===== src/rtl/mac_accumulator_block_pkg.sv =====
// Shared constants for the MAC accumulation stage: mode encodings, cfg bit
// positions and the accumulator FSM state type.
package mac_accumulator_block_pkg;

    localparam logic [1:0] MAC_MODE_SINGLE = 2'b00;
    localparam logic [1:0] MAC_MODE_DUAL   = 2'b01;
    localparam logic [1:0] MAC_MODE_QUAD   = 2'b10;

    localparam int MAC_CFG_SIGNED_BIT = 3;
    localparam int MAC_CFG_MAC_BIT    = 2;

    typedef enum logic {
        ST_IDLE = 1'b0,
        ST_ACC  = 1'b1
    } acc_state_e;

endpackage


===== src/rtl/mac_acc_lane_adder.sv =====
// One accumulator lane: W-bit add with carry in, carry out and the carry
// into the MSB (needed for signed overflow detection).
module mac_acc_lane_adder #(
    parameter int W = 32
) (
    input  logic [W-1:0] a,
    input  logic [W-1:0] b,
    input  logic         cin,
    output logic [W-1:0] sum,
    output logic         cout,
    output logic         cmsb
);

    logic [W:0] full;

    assign full = {1'b0, a} + {1'b0, b} + {{W{1'b0}}, cin};
    assign sum  = full[W-1:0];
    assign cout = full[W];
    // Carry into the MSB recovered from the MSB sum bit and its operands.
    assign cmsb = sum[W-1] ^ a[W-1] ^ b[W-1];

endmodule


===== src/rtl/mac_accumulator_block.sv =====
// Segmented 128-bit accumulator (4x32 / 2x64 / 1x128) with a beat counter
// and cfg latch. Define MAC_ACC_OVERFLOW_EN to add sticky per-segment ovf.
module mac_accumulator_block
    import mac_accumulator_block_pkg::*;
#(
    parameter int MAC_CONF_WIDTH = 4,
    parameter int MAC_MIN_WIDTH  = 8,
    parameter int MAC_ACC_WIDTH  = 32,
    parameter int MAC_CNT_WIDTH  = 8
) (
    input  logic                      clk,
    input  logic                      rst,
    input  logic                      en,
    input  logic [MAC_CONF_WIDTH-1:0] cfg,
    input  logic                      valid_in,
    input  logic                      clear,
    input  logic [MAC_ACC_WIDTH-1:0]  C0_in,
    input  logic [MAC_ACC_WIDTH-1:0]  C1_in,
    input  logic [MAC_ACC_WIDTH-1:0]  C2_in,
    input  logic [MAC_ACC_WIDTH-1:0]  C3_in,
    output logic [MAC_ACC_WIDTH-1:0]  acc0,
    output logic [MAC_ACC_WIDTH-1:0]  acc1,
    output logic [MAC_ACC_WIDTH-1:0]  acc2,
    output logic [MAC_ACC_WIDTH-1:0]  acc3,
    output logic                      valid_out,
    output logic [MAC_CNT_WIDTH-1:0]  acc_count,
    output logic [MAC_CONF_WIDTH-1:0] cfg_active,
    output logic                      fsm_state
`ifdef MAC_ACC_OVERFLOW_EN
    ,
    output logic [3:0]                ovf
`endif
);

    if (MAC_ACC_WIDTH % MAC_MIN_WIDTH != 0) begin : g_width_check
        $error("MAC_ACC_WIDTH must be a multiple of MAC_MIN_WIDTH");
    end

    // Handshake: valid_in qualifies C*_in on an edge with en=1; there is no
    // ready. valid_out is high the cycle after, when acc already holds that beat.

    acc_state_e state_q, state_d;
    logic fire, do_load, do_beat, do_add, do_clear;
    logic [1:0] mode;
    logic [MAC_ACC_WIDTH-1:0] sum0, sum1, sum2, sum3;
    logic cout0, cout1, cout2, cout3;
    logic cmsb0, cmsb1, cmsb2, cmsb3;
    logic cin1, cin2, cin3;

    assign fsm_state = state_q;
    assign mode      = cfg_active[1:0];

    always_ff @(posedge clk or negedge rst) begin
        if (!rst) state_q <= ST_IDLE;
        else      state_q <= state_d;
    end

    always_comb begin
        state_d = state_q;
        if (en) begin
            if (valid_in)   state_d = ST_ACC;
            else if (clear) state_d = ST_IDLE;
        end
    end

    // A clear with a beat in the same cycle behaves exactly like an IDLE load.
    always_comb begin
        fire     = en & valid_in;
        do_load  = fire & ((state_q == ST_IDLE) | clear);
        do_beat  = fire & ~do_load;
        do_add   = do_beat & cfg_active[MAC_CFG_MAC_BIT];
        do_clear = en & clear & ~valid_in;
    end

    always_comb begin
        cin1 = 1'b0;
        cin2 = 1'b0;
        cin3 = 1'b0;
        case (mode)
            MAC_MODE_DUAL: begin
                cin1 = cout0;
                cin3 = cout2;
            end
            MAC_MODE_QUAD: begin
                cin1 = cout0;
                cin2 = cout1;
                cin3 = cout2;
            end
            default: ;
        endcase
    end

    mac_acc_lane_adder #(.W(MAC_ACC_WIDTH)) u_lane0 (
        .a(acc0), .b(C0_in), .cin(1'b0), .sum(sum0), .cout(cout0), .cmsb(cmsb0));
    mac_acc_lane_adder #(.W(MAC_ACC_WIDTH)) u_lane1 (
        .a(acc1), .b(C1_in), .cin(cin1), .sum(sum1), .cout(cout1), .cmsb(cmsb1));
    mac_acc_lane_adder #(.W(MAC_ACC_WIDTH)) u_lane2 (
        .a(acc2), .b(C2_in), .cin(cin2), .sum(sum2), .cout(cout2), .cmsb(cmsb2));
    mac_acc_lane_adder #(.W(MAC_ACC_WIDTH)) u_lane3 (
        .a(acc3), .b(C3_in), .cin(cin3), .sum(sum3), .cout(cout3), .cmsb(cmsb3));

    always_ff @(posedge clk or negedge rst) begin
        if (!rst) begin
            acc0       <= '0;
            acc1       <= '0;
            acc2       <= '0;
            acc3       <= '0;
            acc_count  <= '0;
            cfg_active <= '0;
            valid_out  <= 1'b0;
        end else begin
            valid_out <= fire;
            if (do_load || (do_beat && !do_add)) begin
                acc0 <= C0_in;
                acc1 <= C1_in;
                acc2 <= C2_in;
                acc3 <= C3_in;
            end else if (do_add) begin
                acc0 <= sum0;
                acc1 <= sum1;
                acc2 <= sum2;
                acc3 <= sum3;
            end else if (do_clear) begin
                acc0 <= '0;
                acc1 <= '0;
                acc2 <= '0;
                acc3 <= '0;
            end
            if (do_load) begin
                acc_count  <= MAC_CNT_WIDTH'(1);
                cfg_active <= cfg;
            end else if (do_beat) begin
                if (acc_count != '1) acc_count <= acc_count + MAC_CNT_WIDTH'(1);
            end else if (do_clear) begin
                acc_count <= '0;
            end
        end
    end

`ifdef MAC_ACC_OVERFLOW_EN
    logic [3:0] lane_ov, seg_mask;

    always_comb begin
        if (cfg_active[MAC_CFG_SIGNED_BIT])
            lane_ov = {cout3 ^ cmsb3, cout2 ^ cmsb2, cout1 ^ cmsb1, cout0 ^ cmsb0};
        else
            lane_ov = {cout3, cout2, cout1, cout0};
        case (mode)
            MAC_MODE_DUAL: seg_mask = 4'b1010;
            MAC_MODE_QUAD: seg_mask = 4'b1000;
            default:       seg_mask = 4'b1111;
        endcase
    end

    always_ff @(posedge clk or negedge rst) begin
        if (!rst)                     ovf <= 4'b0000;
        else if (do_load || do_clear) ovf <= 4'b0000;
        else if (do_add)              ovf <= ovf | (lane_ov & seg_mask);
    end
`else
    logic ovf_unused;
    assign ovf_unused = ^{cout3, cmsb0, cmsb1, cmsb2, cmsb3};
`endif

endmodule


===== config.mk =====
export PLATFORM = sky130hd
export DESIGN_NAME = mac_accumulator_block
export DESIGN_NICKNAME = d
export VERILOG_FILES = /design/src/rtl/mac_accumulator_block_pkg.sv /design/src/rtl/mac_acc_lane_adder.sv /design/src/rtl/mac_accumulator_block.sv
export SDC_FILE = /design/constraint.sdc
export NUM_CORES = 1
export LEC_CHECK = 0
export ABC_CLOCK_PERIOD_IN_PS = 16100
export CORE_ASPECT_RATIO = 0.8
export CORE_MARGIN = 2
export CORE_UTILIZATION = 45
export DETAILED_ROUTE_END_ITERATION = 8
export GPL_TIMING_DRIVEN = 1
export PLACE_DENSITY_LB_ADDON = 0.3
export SLEW_MARGIN = 20
export SYNTH_ARGS = -nofsm -noshare
export SYNTH_HDL_FRONTEND = slang
export SYNTH_SLANG_ARGS = --single-unit

===== constraint.sdc =====
create_clock -name clk -period 16.1 [get_ports clk]
set_input_delay 4.025 -clock clk [delete_from_list [all_inputs] [get_ports clk]]
set_output_delay 4.025 -clock clk [all_outputs]
set_load 0.02 [all_outputs]

Yosys cells after proc, flatten, opt, wreduce, memory -nomap -nowiden:

Index checks and enable logic that the tools add are counted.

* bits of input ports: 137
* bits in registers: 142

* equality and inequality tests: 4
* reductions and logical operators: 9
* add/subtract/negate cells: 8
* multiplexer cells: 18
* bitwise logic cells: 10

Operators by type and width (count)
* $mux W32: 9
* $add A32 B32 Y33: 3
* $add A33 B1 Y33: 2
* $add A32 B1 Y32: 1
* $add A32 B32 Y32: 1
* $mux W8: 4
* $add A8 B1 Y8 const B: 1
* $ne A8 B8 Y1 const B: 1
* $and A1 B1 Y1: 6
* $reduce_bool A3 Y1: 2
* $mux W1: 5
* $reduce_and A2 Y1: 2
* $ne A3 B2 Y1 const B: 1
* $not A1 Y1: 3
* $eq A2 B1 Y1 const B: 1
* $eq A2 B2 Y1 const B: 1
* $reduce_bool A2 Y1: 1
* $reduce_or A2 Y1: 1
* $logic_and A1 B1 Y1: 1
* $logic_not A1 Y1: 1
* $logic_or A1 B1 Y1: 1
* $or A1 B1 Y1: 1

Longest topological paths before layout:

* depth after elaboration: 10
* gate-level depth with buffers: 47

Modules after synthesis:

Synthesis repeated with hierarchy kept, for this count alone.

* cell total of the unflattened synthesis: 1508
* area, all modules: 13734.4 um^2

By module, submodules not included
* mac_accumulator_block: instances 1, sequential area each 3553.4 um^2, cells an instance 504, area each 6296.0 um^2
* mac_acc_lane_adder (u_lane0 ...): instances 2, sequential area each 0.0 um^2, cells an instance 265, area each 1966.9 um^2
* mac_acc_lane_adder (u_lane3): instances 1, sequential area each 0.0 um^2, cells an instance 244, area each 1800.5 um^2
* mac_acc_lane_adder (u_lane2): instances 1, sequential area each 0.0 um^2, cells an instance 230, area each 1704.1 um^2

Worst setup path before layout:

Ideal clock, no wire load.

* path kind: input -> register
* start: input port C0_in[0]
* end: register acc3[24]
* data required time: 15.967 ns
* stages: 47
* slack: 3.033 ns
* arrival: 12.934 ns
* path through: ha_1 -> inv_1 -> fa_1 -> nor2b_1 -> o21ai_0 -> a21oi_1 -> nor2_1 -> o21ai_0 -> a21oi_1 -> a211oi_1 -> o21ai_0 -> o22ai_1 -> fa_1 -> fa_1 -> a211oi_1 -> o21bai_1 -> a21o_1 -> a21o_1 -> (+11 left out) -> a21oi_1 -> o211ai_1 -> o21ai_2 -> o211ai_1 -> a21oi_1 -> o221a_2 -> fa_1 -> fa_1 -> a21o_1 -> a21oi_1 -> o21ai_1 -> a21oi_1 -> o311ai_1 -> a21oi_1 -> nor2_1 -> a31o_2 -> xnor2_1 -> o21ai_0

* longest elaborated chain between the ends: 9

Ends and longest elaborated chain
* start, declared: RTL line mac_accumulator_block.sv:17 `input logic [MAC_ACC_WIDTH-1:0] C0_in,`
* $add A32 B32 Y33: RTL line mac_acc_lane_adder.sv:16 `assign full = {1'b0, a} + {1'b0, b} + {{W{1'b0}}, cin};`
* $mux W1: RTL line mac_accumulator_block.sv:79 `case (mode)`
* $add A33 B1 Y33: RTL line mac_acc_lane_adder.sv:16
* $mux W1: RTL line mac_accumulator_block.sv:79
* $add A33 B1 Y33: RTL line mac_acc_lane_adder.sv:16
* $mux W1: RTL line mac_accumulator_block.sv:79
* $add A32 B1 Y32: RTL line mac_acc_lane_adder.sv:16
* $mux W32: RTL line mac_accumulator_block.sv:118 `end else if (do_add) begin`
* $mux W32: RTL line mac_accumulator_block.sv:113 `if (do_load || (do_beat && !do_add)) begin`
* end signal, assigned: RTL line mac_accumulator_block.sv:117 `acc3 <= C3_in;`
* end signal, assigned: RTL line mac_accumulator_block.sv:122 `acc3 <= sum3;`
* end, declared: RTL line mac_accumulator_block.sv:24 `output logic [MAC_ACC_WIDTH-1:0] acc3,`

No other way between the ends.
A chain may end at the register's enable or synchronous reset.

Worst setup path in the final report:

* start: input port C0_in[2]
* end: register acc3[24]

The elaborated chain is that of the path after synthesis.

==> results.py <==
metrics = {
    "status": {
        "status": "finished clean",
    },
    "cts": {
        "clockRootBuffer": "clkbuf_16",
        "clockBufferDepth": 2,
        "clock_sinks": 142,
        "numCtsBuffers": 17,
        "hold_buffers": 0,
        "insertion_delay_ns": 0.45,
        "clk_pin_slew_ns": 0.06,
        "cts-htree-levels": 4,
        "tritoncts": "done",
        "post_cts_buffers": 0,
        "cts_resized": 0,
    },
    "synth": {
        "synth_seq_cells": 142,
        "synthArstFlopShare": 1.00,
        "ys_types": 62,
        "synthCells": 1387,
        "synthXorXnorAreaFrac": 0.0797,
        "synthSimpleGateAreaFrac": 0.108,
        "ys.flop_type": "dfrtp_1",
        "syn_area_um2": 12100,
        "syn_avg_cell_area_um2": 8.72,
        "synth_fa_ha_area_frac": 0.142,
        "synth_compound_area_frac": 0.342,
        "synthMuxAreaShare": 0.00466,
        "ys_seq_area_frac": 0.294,
        "synth_edf_count": 0,
        "yosysWarnings": 0,
        "synth_top_family_by_area": "compound AO/OA/AOI/OAI gates",
        "syn_nets": 1657,
    },
    "drt": {
        "ant_nets": 0,
        "avgRoutedWirePerCell_um": 18.2,
        "drtIter0Drc": 759,
        "drt_wl_total_um": 36500,
        "via_per_inst": 5.91,
        "drc": 0,
        "dr.pass1.iters": 7,
        "vias": 11800,
    },
    "timing": {
        "hold_slack_ns": 0.505,
        "max_freq_ghz": 0.0674,
        "rsz0062_at_grt": "no",
        "hold_violations": 0,
        "drv_slew": 0,
        "setup-tns-final_ns": 0,
        "period_minus_slack_ns": 14.83,
        "period_share": 0.921,
        "clock_skew_ns": 0.0162,
        "max_slew_margin": 0.361,
        "setup_viol": 0,
        "tightestPinTransition_ns": 0.958,
    },
    "floorplanning": {
        "initial_core_util": 0.459,
        "core_area_um2": 26300,
        "dieArea_um2": 28200,
        "die_h_um": 151,
        "rows": 53,
        "io_pins": 279,
        "die_w_um": 187,
    },
    "critical_path": {
        "regToRegEndpoint": "acc3[24]",
        "critPathCaptureType": "register",
        "timing.critical_path.slowest_cell_delay_ns": 0.45,
        "worstRegToRegCells": 47,
        "worstSetupStartpointType": "input pin",
        "path_class": "in2reg",
        "crit_path_frequent_cell": "a21oi_1",
        "cp.arrival_ns": 15.11,
        "slowest_stage": "clkdlybuf4s50_1",
        "r2r-start": "acc0[0]",
        "critical_path.max_fanout": 5,
        "cp_data_required_time_ns": 16.38,
        "r2r_slack_ns": 4.94,
    },
    "global_routing": {
        "globalRouteTotalUtil": 0.258,
        "grt_max_degree": 81,
        "grt_pass1_vias": 11500,
        "gr-total-overflow": 0,
        "grt_pass1_wl_um": 58900,
        "antenna_found_initial": 2,
    },
    "pwr": {
        "internal_power_w": 0.000998,
        "power_density_nw_per_um2": 107,
        "seqPwrFrac": 0.275,
        "p_leak_nw": 7.08,
        "ir_drop_mv": 0.0707,
        "power_w": 0.00167,
        "pwr-share-comb": 0.498,
        "clockPowerShare": 0.227,
        "swShare": 0.404,
        "p_switching_w": 0.000677,
    },
    "cells_and_area": {
        "drive_gt1_frac": 0.0396,
        "final_cell_mix": "clkdlybuf4s50_1 (277), o21ai_0 (160), dfrtp_1 (142), ha_1 (126), a21oi_1 (114)",
        "synthToLayoutAreaGrowth_pct": 30.0,
        "final_common_cell": "clkdlybuf4s50_1",
        "nets": 1897,
        "fin_area_um2": 15700,
    },
    "placed_design": {
        "port_buffers": 278,
        "post_dp_cell_area_um2": 15200,
        "hpwl_um": 26600,
        "place_congestion": 0.919,
    },
    "min_path": {
        "whs_endpoint": "cfg_active[3]",
        "whs_path_depth": 1,
        "hold_start": "cfg_active[3]",
        "hp-class": "reg2reg",
    },
    "job": {
        "maxCapViolations": 0,
    },
}
-- power by group through the flow --
| stage | registers [W] | clock network [W] | logic [W] |
|---|---|---|---|
| finish | 0.000461 | 0.000380 | 0.000834 |
| global placement | 0.000464 | 0 | 0.000813 |
| floorplan | 0.000522 | 0 | 0.000489 |
| global route | 0.000469 | 0.000404 | 0.000914 |
| CTS | 0.000460 | 0.000387 | 0.000831 |
| detailed placement | 0.000466 | 0 | 0.000823 |
-- registers in the layout, summed over array words and instances, names as in the netlist --
name	cells
fsm_state	1
acc2	32
acc1	32
cfg_active	4
valid_out	1
acc_count	8
acc3	32
acc0	32
-- how the worst max path moves through the flow --
stage,start,to,slack [ns],cells after the start
final,C0_in[2],acc3[24],1.27,46
after global routing,C0_in[0],acc3[28],0.39,48
after CTS,C0_in[2],acc3[24],1.23,46
after detailed placement,C0_in[2],acc3[24],0.87,46
after global placement,C0_in[0],acc3[24],1.19,48
after floorplan,C0_in[0],acc3[24],3.03,47
-- logic make-up after synthesis --
logic type / after synthesis
AOI/OAI and AO/OA: 625
and+or+nand+nor: 275
DFF: 142
adders and majority gates: 133
xor gates and xnor gates: 110
buffers and inverters: 97
muxes: 5
-- layer usage --
metal	wire [um]	vias up	GRT usage
met5	13	-	0
met4	667	2	0.0730
met3	2680	44	0.0671
met2	16300	400	0.409
met1	16800	5618	0.348
li1	-	5751	-
-- synth_stat cells (all sizes together) (5+ instances only) --
| master | number | area share |
|---|---|---|
| nor2b | 17 | 0.0088 |
| nor2 | 79 | 0.025 |
| nor3 | 11 | 0.0050 |
| o21bai | 13 | 0.0081 |
| mux2 | 5 | 0.0047 |
| a222oi | 11 | 0.0091 |
| o21ai | 177 | 0.074 |
| a211oi | 13 | 0.0081 |
| inv | 33 | 0.010 |
| a21o | 96 | 0.060 |
| nand4 | 18 | 0.0093 |
| dfrtp | 142 | 0.29 |
| xor2 | 57 | 0.041 |
| a221oi | 5 | 0.0051 |
| nand2 | 74 | 0.023 |
| fa | 7 | 0.012 |
| a211o | 5 | 0.0036 |
| a221o | 6 | 0.0050 |
| nand3 | 28 | 0.012 |
| ha | 126 | 0.13 |
| nand2b | 13 | 0.0067 |
| clkbuf | 63 | 0.020 |
| and3 | 12 | 0.0062 |
| o31ai | 6 | 0.0037 |
| a41oi | 5 | 0.0036 |
| xnor2 | 53 | 0.038 |
| a22oi | 108 | 0.067 |
| and2 | 8 | 0.0041 |
| o211ai | 9 | 0.0056 |
| a31oi | 12 | 0.0067 |
| o21a | 14 | 0.0087 |
| a21oi | 115 | 0.048 |
-- worst max-delay path, delay by kind of cell --
kind / cells / cell delay (ns)
buffers and inverters: 1 / 0.45
AO/OA/AOI/OAI: 32 / 6.66
adder cells (fa/ha/maj): 7 / 3.02
AND/OR/NAND/NOR: 5 / 0.83
XOR/XNOR: 1 / 0.13
-- stage by stage --
stage / std cells / setup WS (ns) / util
2_1_floorplan: 1387 / 3.03 / -
3_3_place_gp: 1965 / 1.19 / 0.576
3_5_place_dp: 1965 / 0.873 / 0.576
4_1_cts: 1997 / 1.23 / 0.597
5_1_grt: 1998 / 0.388 / 0.597
6_report: 1999 / 1.27 / 0.597
-- area by class of cell --
| type | count | area (um^2) |
|---|---|---|
| Fill cell | 2312 | 10600 |
| Antenna cell | 2 | 5.00 |
| Clock inverter | 14 | 109 |
| Multi-Input combinational cell | 1148 | 8200 |
| Clock buffer | 18 | 439 |
| Tap cell | 357 | 447 |
| Timing Repair Buffer | 285 | 2840 |
| Inverter | 33 | 124 |
| Sequential cell | 142 | 3550 |
No activity file was read; power rests on OpenSTA's default activity.
